**config.mk**
```make
export PLATFORM = sky130hd
export DESIGN_NAME = imem_access_arbiter
export DESIGN_NICKNAME = d
export VERILOG_FILES = /design/src/rtl/imem_access_arbiter.sv
export SDC_FILE = /design/constraint.sdc
export NUM_CORES = 1
export LEC_CHECK = 0
export ABC_AREA = 1
export CAP_MARGIN = 25
export CORE_AREA = 2 2 96 98
export CTS_CLUSTER_DIAMETER = 100
export CTS_CLUSTER_SIZE = 24
export DETAILED_ROUTE_END_ITERATION = 10
export DIE_AREA = 0 0 98 100
export GPL_TIMING_DRIVEN = 0
export HOLD_SLACK_MARGIN = 0.08
export PLACE_DENSITY_LB_ADDON = 0.2
export SYNTH_ARGS = -nofsm -noshare
export SYNTH_HDL_FRONTEND = slang
export SYNTH_SLANG_ARGS = --single-unit
```
**constraint.sdc**
```tcl
create_clock -name i_clk -period 1.5 [get_ports i_clk]
set_input_delay 0.225 -clock i_clk [delete_from_list [all_inputs] [get_ports i_clk]]
set_output_delay 0.225 -clock i_clk [all_outputs]
set_load 0.05 [all_outputs]
```
**src/rtl/imem_access_arbiter.sv**
```systemverilog
// imem_access_arbiter: shares one single-port, synchronous-read instruction RAM
// between the CPU fetch port (read-only) and a loader/debug port (read/write).
// Latency: grant is combinational in the request cycle; read data returns 1 cycle later.
// Backpressure: the losing requester sees gnt=0 and must hold its request. Fetch wins
//   by default, the loader wins after MAX_STREAK fetch grants, and prog_mode blocks fetch.
//
// Ports:
//   i_clk, i_rst_n                      clock, async active-low reset
//   i_prog_mode                         1 = fetch never granted
//   i_f_req/i_f_addr -> o_f_gnt         fetch request / byte address / accept
//   o_f_rvalid/o_f_rdata                fetch read return
//   i_l_req/i_l_we/i_l_addr/i_l_wdata   loader request, write enable, byte address, data
//   o_l_gnt/o_l_rvalid/o_l_rdata        loader accept and read return
//   o_l_err                             one-cycle pulse after a rejected misaligned write
//   o_mem_en/o_mem_we/o_mem_addr/o_mem_wdata/i_mem_rdata   RAM interface
module imem_access_arbiter #(
  parameter int DEPTH      = 1024,
  parameter int IDX_W      = 10,
  parameter int MAX_STREAK = 4
) (
  input  logic             i_clk,
  input  logic             i_rst_n,
  input  logic             i_prog_mode,
  input  logic             i_f_req,
  input  logic [31:0]      i_f_addr,
  output logic             o_f_gnt,
  output logic             o_f_rvalid,
  output logic [31:0]      o_f_rdata,
  input  logic             i_l_req,
  input  logic             i_l_we,
  input  logic [31:0]      i_l_addr,
  input  logic [31:0]      i_l_wdata,
  output logic             o_l_gnt,
  output logic             o_l_rvalid,
  output logic [31:0]      o_l_rdata,
  output logic             o_l_err,
  output logic             o_mem_en,
  output logic             o_mem_we,
  output logic [IDX_W-1:0] o_mem_addr,
  output logic [31:0]      o_mem_wdata,
  input  logic [31:0]      i_mem_rdata
);

  localparam logic [3:0] LP_MAX = 4'(MAX_STREAK);

  logic [3:0] r_streak;
  logic       r_f_tag;
  logic       r_l_tag;
  logic       r_l_err;

  logic       w_streak_full;
  logic       w_f_gnt;
  logic       w_l_gnt;
  logic       w_mis;
  logic [3:0] w_streak_nxt;

  // Upper address bits alias and fetch byte offset is ignored.
  logic w_unused_addr;
  assign w_unused_addr = ^{i_f_addr[31:IDX_W+2], i_f_addr[1:0], i_l_addr[31:IDX_W+2]};

  assign w_streak_full = (r_streak >= LP_MAX);

  // Grants are qualified by reset so every output reads 0 while i_rst_n is low.
  assign w_f_gnt = i_rst_n & i_f_req & ~i_prog_mode & ~(i_l_req & w_streak_full);
  assign w_l_gnt = i_rst_n & i_l_req & (i_prog_mode | ~i_f_req | w_streak_full);

  // A misaligned loader write is accepted but kept away from the RAM.
  assign w_mis = w_l_gnt & i_l_we & (i_l_addr[1:0] != 2'b00);

  always_comb begin
    w_streak_nxt = r_streak;
    if (!i_l_req || w_l_gnt) begin
      w_streak_nxt = 4'd0;
    end else if (w_f_gnt && !w_streak_full) begin
      w_streak_nxt = r_streak + 4'd1;
    end
  end

  always_comb begin
    o_mem_en    = 1'b0;
    o_mem_we    = 1'b0;
    o_mem_addr  = '0;
    o_mem_wdata = '0;
    if (w_f_gnt) begin
      o_mem_en   = 1'b1;
      o_mem_addr = i_f_addr[IDX_W+1:2];
    end else if (w_l_gnt) begin
      o_mem_en    = ~w_mis;
      o_mem_we    = i_l_we & ~w_mis;
      o_mem_addr  = i_l_addr[IDX_W+1:2];
      o_mem_wdata = i_l_wdata;
    end
  end

  // Tags remember which port owns the read data arriving next cycle.
  always_ff @(posedge i_clk or negedge i_rst_n) begin
    if (!i_rst_n) begin
      r_streak <= 4'd0;
      r_f_tag  <= 1'b0;
      r_l_tag  <= 1'b0;
      r_l_err  <= 1'b0;
    end else begin
      r_streak <= w_streak_nxt;
      r_f_tag  <= w_f_gnt;
      r_l_tag  <= w_l_gnt & ~i_l_we;
      r_l_err  <= w_mis;
    end
  end

  assign o_f_gnt    = w_f_gnt;
  assign o_l_gnt    = w_l_gnt;
  assign o_f_rvalid = r_f_tag;
  assign o_l_rvalid = r_l_tag;
  assign o_f_rdata  = r_f_tag ? i_mem_rdata : 32'd0;
  assign o_l_rdata  = r_l_tag ? i_mem_rdata : 32'd0;
  assign o_l_err    = r_l_err;

endmodule

```
Yosys cells after proc, flatten, opt, wreduce, memory -nomap -nowiden:

Cells that the tools add are included.

* order comparisons: 1
* muxes and demuxes: 12
* reduce and logical (&&, ||, !) cells: 6
* add/subtract/negate cells: 1
* bitwise logic cells: 17

Operators with widths (count)
* two-way mux 32 bit: 4
* two-way mux 10 bit: 2
* bitwise AND 1 bit: 10
* two-way mux 4 bit: 2
* NOT 1 bit: 5
* adder 4 x 1 -> 4 bit (second input constant): 1
* greater-or-equal comparator 4 x 3 -> 1 bit (second input constant): 1
* two-way mux 1 bit: 4
* nonzero test 2 bit: 2
* zero test 1 bit: 2
* bitwise OR 1 bit: 2
* logical AND 1 bit: 1
* logical OR 1 bit: 1

* input port bits: 134
* flip-flop bits (word level): 7
* output and inout bits: 113
* word-level logic and storage cells: 41

Depth between registers and ports, before layout:

Gate-level depths: netlist of run 1.

* depth in word-level cells: 10
* mapped depth: 7
* gate-level depth less buffers: 6

Least setup slack after synthesis of run 1:

OpenSTA, ideal clock, no wires.

* kind: register to output
* start: register r_f_tag (netlist: o_f_rvalid)
* end: output port o_f_rdata[10]
* arrival time: 1299 ps
* path slack: -24 ps
* stages on the path, launching flop included: 4
* required time: 1275 ps
* path buffers: 1
* cell sequence: dfrtp_1 > buf_2 > nand2_1 > inv_1

* cells in the longest elaborated chain, start to end: 1

RTL lines
* start, declared: line 47 `logic r_f_tag;`
* start signal, assigned: line 104 `r_f_tag <= w_f_gnt;`
* two-way mux 32 bit: line 114 `assign o_f_rdata = r_f_tag ? i_mem_rdata : 32'd0;`
* end, declared: line 28 `output logic [31:0] o_f_rdata,`

Every way passes these cells.

Worst setup path after layout of run 1:

* start: register r_streak[2]
* end: output port o_mem_wdata[18]

* cells in the longest elaborated chain, start to end: 5
* elaborated cells between the ends (all ways): 8
* those cells by class: order compare: 1; mux: 2; bitwise: 5

RTL lines
* start, declared: line 46 `logic [3:0] r_streak;`
* start signal, assigned: line 103 `r_streak <= w_streak_nxt;`
* greater-or-equal comparator 4 x 3 -> 1 bit *: line 61 `assign w_streak_full = (r_streak >= LP_MAX);`
* bitwise OR 1 bit / bitwise AND 1 bit (equally long branches): line 65, 64
* bitwise AND 1 bit / NOT 1 bit (equally long branches): line 65, 64
* two-way mux 32 bit / bitwise AND 1 bit (equally long branches): line 87, 64
* two-way mux 32 bit *: line 84 `if (w_f_gnt) begin`
* end, declared: line 40 `output logic [31:0] o_mem_wdata,`

Mark *: on every way between the ends. The rest lies on a longest branch, timed or not.

==> results of run 1 <==
==> routing by layer <==
layer / vias to the layer above / routed length [microns]
met4: 0 / 65
met5: - / 0
met2: 134 / 3260
met1: 1013 / 2450
met3: 5 / 817
li1: 1207 / -
==> timing repair <==
item,in CTS,in global routing
pin swaps,5,11
endpoints found under the hold margin,7,0
resized for setup,712,54
cloned,4,0
setup buffers,12,1
setup endpoints to repair,113,81
hold buffers,1,0
==> power breakdown <==
| group | internal, mW | total [mW] | switching (mW) |
|---|---|---|---|
| logic | 0.512 | 1.14 | 0.633 |
| clock network | 0.185 | 0.277 | 0.0918 |
| registers | 0.194 | 0.199 | 0.00517 |
| total | 0.891 | 1.62 | 0.730 |
==> synthesized netlist by cell type, drive strengths merged <==
cell type  instances  area share [%]
clkinv             1            0.56
nand2             98              24
dfrtp              7              11
o21ai              2            0.64
inv              105              25
o211ai             1            0.48
nor2              41              25
ha                 1            0.80
nand3             14             4.5
buf               12             7.3
nor3               1            0.32
==> sequential cells by signal, summed over array words and instances (netlist names) <==
name / count
o_l_rvalid: 1
o_f_rvalid: 1
o_l_err: 1
r_streak: 4
==> logic make-up (layout without fill, tap and decap cells) <==
kind of cell	Yosys count	after routing	share of synthesized area, %
flops	7	7	11.2
simple gates	154	154	53.8
compound gates	3	3	1.12
fa+ha+maj	1	1	0.801
buf+inv	118	344	33.1
==> tightest hold or removal path, cell delays in order <==
cell	delay [ps]
buf_2	110
inv_1	90
nand3_1	80
nand2_1	50
==> worst paths after layout <==
check / end / cells after the start / slack [ps] / start
max: o_mem_wdata[18] / 7 / -170 / r_streak[2]$_DFFE_PN0P_
min: r_streak[1]$_DFFE_PN0P_ / 4 / 360 / i_rst_n
max reg2reg: o_l_rvalid$_DFF_PN0_ / 7 / 270 / r_streak[2]$_DFFE_PN0P_
min reg2reg: r_streak[1]$_DFFE_PN0P_ / 2 / 520 / r_streak[1]$_DFFE_PN0P_
max in group asynchronous: o_l_rvalid$_DFF_PN0_ / 2 / 780 / i_rst_n
min in group asynchronous: r_streak[0]$_DFFE_PN0P_ / 2 / 460 / i_rst_n
==> layout make-up <==
type	instances	area (sq um)	share of cell area [%]
multi-input combinational	158	987	24.1
clock buffer	4	45.0	1.10
tap	111	139	3.40
timing repair buffer	222	2190	53.6
sequential	7	178	4.35
inverter	106	403	9.85
buffer	12	144	3.52
==> per-stage QoR <==
stage / worst slack [ps] / total power, mW / setup TNS [ps] / util, %
final: -165 / 1.62 / -5780 / 46.0
after global routing: -225 / 1.71 / -8560 / 46.0
after CTS: -175 / 1.60 / -5770 / 44.1
after detailed placement: -1160 / 1.24 / -72600 / 42.1
after global placement: -1140 / 1.23 / -71350 / 42.1
after floorplan: -6.44 / 0.762 / -25.7 / -
==> impl_results.md, run 1 <==
- Status: finished, violations left
- Failing checks: negative setup slack
- Htree depth: 1
- Area grow syn2layout: 162%
- Tmin final: between 1500 and 2000 ps
- Die width: 98 microns
- Worst Path Max Fanout: 8
- Nets: around 650
- Vias in the first global route: roughly 2300
- WL/cell: around 11 microns
- Clk sinks: 7
- Tcrit/Tclk final: 111%
- Register area share after synthesis: 11.2%
- PortBufs: about 200
- Routability cong.: just over 0.8
- M2 GR Usage: about a quarter
- Core ar.: about 0.0089 sq mm
- All-layer global routing usage: 12.9%
- Fin. Hold Viols: 0
- Via density: 3.80
- CTS max path bufs: 2
- Grt total ovfl: 0
- Buffers plus inverters on the worst setup path: 3
- Slew Limit Fails: 0
- Post-Syn Instances: approximately 280
- Syn_area_per_cell: 5.52 sq um
- Required @ worst endpoint: about 1300 ps
- Detail Route Antenna Nets: 0
- Clock skew: 0.448 ps
- Post-Syn Area: approximately 0.0016 sq mm
- Initial DRT Pass Iterations: 4
- GR Util met1: between 10% and 20%
- Syn_nets: 418
- CP Cell Sequence: nor2_2, nand2_2, nand2_4, buf_12, buf_16, nor2_4, buf_6
- WL final: between 6000 and 7000 microns
- Post-route cell area: 0.00409 sq mm
- Arr. time, crit path: approximately 1400 ps
- DIE AREA: slightly below 0.01 sq mm
- Setup repair after global routing missed its margin: yes
- DP HPWL: ~5400 microns
- Initial DRC count: 74
- Most common cell after layout, fill and taps aside: inv_1
- Largest net degree at the start of global routing: 11
- CTS root buf: clkbuf_8
- I/O pins: ~250
- Cell variety after synth: 19
- Static Leak: around 2.5 nW
- Power density over the cells: approximately 400 mW/mm^2
- Fmax: between 0.6 and 0.7 GHz
- Hold slack: approximately 360 ps
- # DRC: 0
- Met3 Resource Use GR: about 4.2%
- Peak supply drop: 0.202 mV
- Worst min path class: input port to flip-flop
- Crit end category: output port
- Die height: 100 microns
- Finished Layout Cells: between 600 and 700
- Top Family by Delay on Critical Path: buffers and inverters
- Via count: between 2000 and 2500
- CP Class: flip-flop to output port
- Fill cell count: ~900
- Clk slew on worst S/H paths: ~40 ps
- Crit-path max cell delay: between 400 and 500 ps
- Most frequent cells in the layout: inv_1, clkdlybuf4s50_1, nand2_1
- Least-Margin Pin Slew: 494 ps
- Yosys reg bits: 7
- Area after DPL: about 0.0037 sq mm
- Clk_lat worst skew: approximately 230 ps
- Share of cells above drive strength 1: approximately two fifths
- Initial antenna violation count: 0
- Total CTS buffers: 3
- First-pass GRT wire length: around 10000 microns
- Relative slew slack: between 60% and 70%
- Warnings, synthesis: 0
- Startpoint class of the critical path: flip-flop
- Max-cap violations: 0
- Slowest stage cell, crit path: dfrtp_1
- GR peak layer: met2
- Initial Util: ~18%
- Final WS setup: -165 ps
- CTS tree: built
- Antenna diodes: 0
- # setup viols final: 45
- Dpl cells: between 500 and 600
- Row count: 35
No activity file was read; power rests on OpenSTA's default activity.
==> run 2, diff against run 1 <==
--- a/config.mk
+++ b/config.mk
@@ -13,7 +13,6 @@
 export DETAILED_ROUTE_END_ITERATION = 10
 export DIE_AREA = 0 0 98 100
 export GPL_TIMING_DRIVEN = 0
-export HOLD_SLACK_MARGIN = 0.08
 export PLACE_DENSITY_LB_ADDON = 0.2
 export SYNTH_ARGS = -nofsm -noshare
 export SYNTH_HDL_FRONTEND = slang
==> results of run 2 <==
The final DEF is identical to that of run 1; final timing and power are the same.
==> run 3, diff against run 2 <==
--- a/config.mk
+++ b/config.mk
@@ -7,11 +7,11 @@
 export LEC_CHECK = 0
 export ABC_AREA = 1
 export CAP_MARGIN = 25
-export CORE_AREA = 2 2 96 98
+export CORE_AREA = 2 2 95 97
 export CTS_CLUSTER_DIAMETER = 100
 export CTS_CLUSTER_SIZE = 24
 export DETAILED_ROUTE_END_ITERATION = 10
-export DIE_AREA = 0 0 98 100
+export DIE_AREA = 0 0 97 99
 export GPL_TIMING_DRIVEN = 0
 export PLACE_DENSITY_LB_ADDON = 0.2
 export SYNTH_ARGS = -nofsm -noshare
==> constraint.sdc (replaced) <==
create_clock -name i_clk -period 2.05 [get_ports i_clk]
set_input_delay 0.3075 -clock i_clk [delete_from_list [all_inputs] [get_ports i_clk]]
set_output_delay 0.3075 -clock i_clk [all_outputs]
set_load 0.05 [all_outputs]
==> impl_results.md, run 3 (synthesis results as in run 1) <==
- Static Leak: 2.45 nW (-0.69%)
- Core Util, Final: 41.5% (-4.5 points)
- Initial DRT Pass Iterations: 4 (unchanged)
- Status: finished, final reports clean
- Setup repair after global routing missed its margin: no
- Tmin final: 2000 ps
- WL/cell: 10.1 microns (-5.4%)
- CTS max path bufs: 2 (unchanged)
- First-pass GRT wire length: 10000 microns (-4.5%)
- # setup viols final: 0 (-100%)
- Area grow syn2layout: 127%
- Worst Path Max Fanout: 2 (-6)
- Peak supply drop: 0.112 mV (-45%)
- Slew Limit Fails: 0 (unchanged)
- CTS root buf: clkbuf_8
- Max-cap violations: 0 (unchanged)
- Psw: 0.487 mW (-33%)
- Power density over the cells: 293 mW/mm^2 (-26%)
- DIE AREA: 0.00960 sq mm (-2.0%)
- Finished Layout Cells: 599 (-3.4%)
- Largest Register: r_streak
- Reg2reg end: o_l_rvalid$_DFF_PN0_
- Required @ worst endpoint: 1740 ps (+470 ps)
- Final setup TNS: 0 ps (+5780 ps)
- Crit end category: output port
- Tcrit/Tclk final: between 90% and 100%
- Most frequent CP cell: clkdlybuf4s50_1
- Routability cong.: 0.838 (+2.9%)
- Critical R2R Launch: r_streak[2]$_DFFE_PN0P_
- Clk slew on worst S/H paths: 40 ps (about the same)
- Largest net degree at the start of global routing: 11 (unchanged)
- Worst min path class: input port to asynchronous set/reset pin
- Via count: 2242 (-5.0%)
- Initial antenna violation count: 0 (unchanged)
- Dpl cells: 595 (-0.50%)
- Relative slew slack: 64.1% (-3.1 points)
- Total CTS buffers: 3 (unchanged)
- Row count: 34 (-2.9%)
- Fmax: between 0.5 and 0.6 GHz
- Clock skew: 2.01 ps (+1.56 ps)
- Fin. Hold Viols: 0 (unchanged)
- CP Cell Sequence: clkdlybuf4s50_1, nand2_1, inv_1, clkdlybuf4s50_1
- Die width: 97 microns (-1.0%)
- CTS tree: built
- PortBufs: 204 (unchanged)
- Antenna diodes: 0 (unchanged)
- Clock share of power: 18.5% (+1.4 points)
- Sw Ratio: 46.9% (+1.9 points)
- # DRC: 0 (unchanged)
- Initial Util: 18.3% (+0.70 points)
- Least-Margin Pin Slew: 538 ps (+43.6 ps)
- R2r setup slk: 940 ps (+670 ps)
- Slowest stage cell, crit path: clkdlybuf4s50_1
- Detail Route Antenna Nets: 0 (unchanged)
- CP Class: input port to output port
- Largest register FFs: 4 (unchanged)
- Initial DRC count: 46 (-38%)
- P_int: 0.552 mW (-38%)
- Most common cell after layout, fill and taps aside: inv_1
- Share of cells above drive strength 1: 20.2% (-22 points)
- Post-CTS setup buffers: 0 (-12)
- Tot Pwr: 1.04 mW (-36%)
- Crit-path max cell delay: 790 ps (+380 ps)
- Arr. time, crit path: 1690 ps (+250 ps)
- Via density: 3.74 (-1.6%)
- Startpoint class of the critical path: input port
- Part of the power in registers: 14.0% (+1.7 points)
- WL final: 6030 microns (-8.6%)
- I/O pins: 247 (unchanged)
- DP HPWL: 5420 microns (+0.93%)
- Htree depth: 1 (unchanged)
- Vias in the first global route: 2152 (-4.5%)
- Grt total ovfl: 0 (unchanged)
- Reg2reg path depth: 5 (-2)
- All-layer global routing usage: 12.2% (-0.63 points)
- Clk sinks: 7 (unchanged)
- Clk_lat worst skew: 230 ps (about the same)
- Most frequent cells in the layout: inv_1, nand2_1, clkdlybuf4s50_1
- Core ar.: 0.00855 sq mm (-3.8%)
- Comb pwr share: 67.5% (-3.1 points)
- Nets: 627 (-2.8%)
- Die height: 99 microns (-1.0%)
run 3: cell count changes in the layout (fill, tap and decap cells not counted), moves of 4 or more:
cell             change
clkbuf_4            -14
dlygate4sd2_1       +54
nor2_4               -4
nand2_4              -5
nor2_1               +7
buf_2               +14
buf_6               -35
clkdlybuf4s50_1      +7
nand2_2             -17
buf_4               -25
nand2_1             +22
buf_8               -17
run 3: how the worst max path moves through the flow:
stage	start	to	slack, ps	cells past startpoint
floorplan	o_f_rvalid$_DFF_PN0_	o_f_rdata[10]	440	3
global placement	i_rst_n	o_mem_addr[0]	-750	7
detailed placement	i_rst_n	o_mem_addr[3]	-770	7
CTS	i_l_req	o_mem_addr[3]	1	7
global route	i_f_req	o_mem_wdata[5]	0.6	8
finish	i_mem_rdata[1]	o_f_rdata[1]	50	4
run 3: timing repair:
item	in CTS	in global routing
hold endpoints to repair	0	0
endpoints found under the setup margin	106	25
hold buffers	0	0
gates resized for setup	272	37
cloned	0	0
pin swaps	0	0
run 3: power groups by stage:
stage	Clock (mW)	Combinational [mW]	Sequential (mW)
after global routing	0.204	0.747	0.146
final	0.193	0.701	0.145
after detailed placement	0	0.758	0.147
after CTS	0.200	0.709	0.146
after global placement	0	0.754	0.147
after floorplan	0	0.404	0.153
run 3: layout make-up:
| cell class | instances | area (sq um) |
|---|---|---|
| fill | 950 | 5000 |
| timing repair buffer | 204 | 1810 |
| multi-input combinational | 158 | 870 |
| inverter | 106 | 403 |
| sequential | 7 | 175 |
| tap | 108 | 135 |
| buffer | 12 | 114 |
| clock buffer | 4 | 45.0 |
run 3: routing by layer:
layer  share of wire, %  vias up  global-route usage [%]  wire length, microns
met5                  0        -                       0                     0
met4                1.8        0                    3.36                   106
met3                 11       10                    3.40                   684
met2                 49      134                    23.7                  2960
met1                 38      923                    12.9                  2280
li1                   -     1175                       -                     -
run 3: per-stage QoR:
stage,hold slack (ps),cell area [sq um],setup WS (ps)
after floorplan,11.9,1560,444
after global placement,513,3740,-746
after detailed placement,514,3740,-773
after CTS,29.4,3550,1.04
after global routing,52.4,3550,0.555
final,27.4,3550,51.1
run 3: critical path, delay by kind of cell:
kind	cells	cell delay, ps
and+or+nand+nor	1	50
buffers and inverters	3	1330
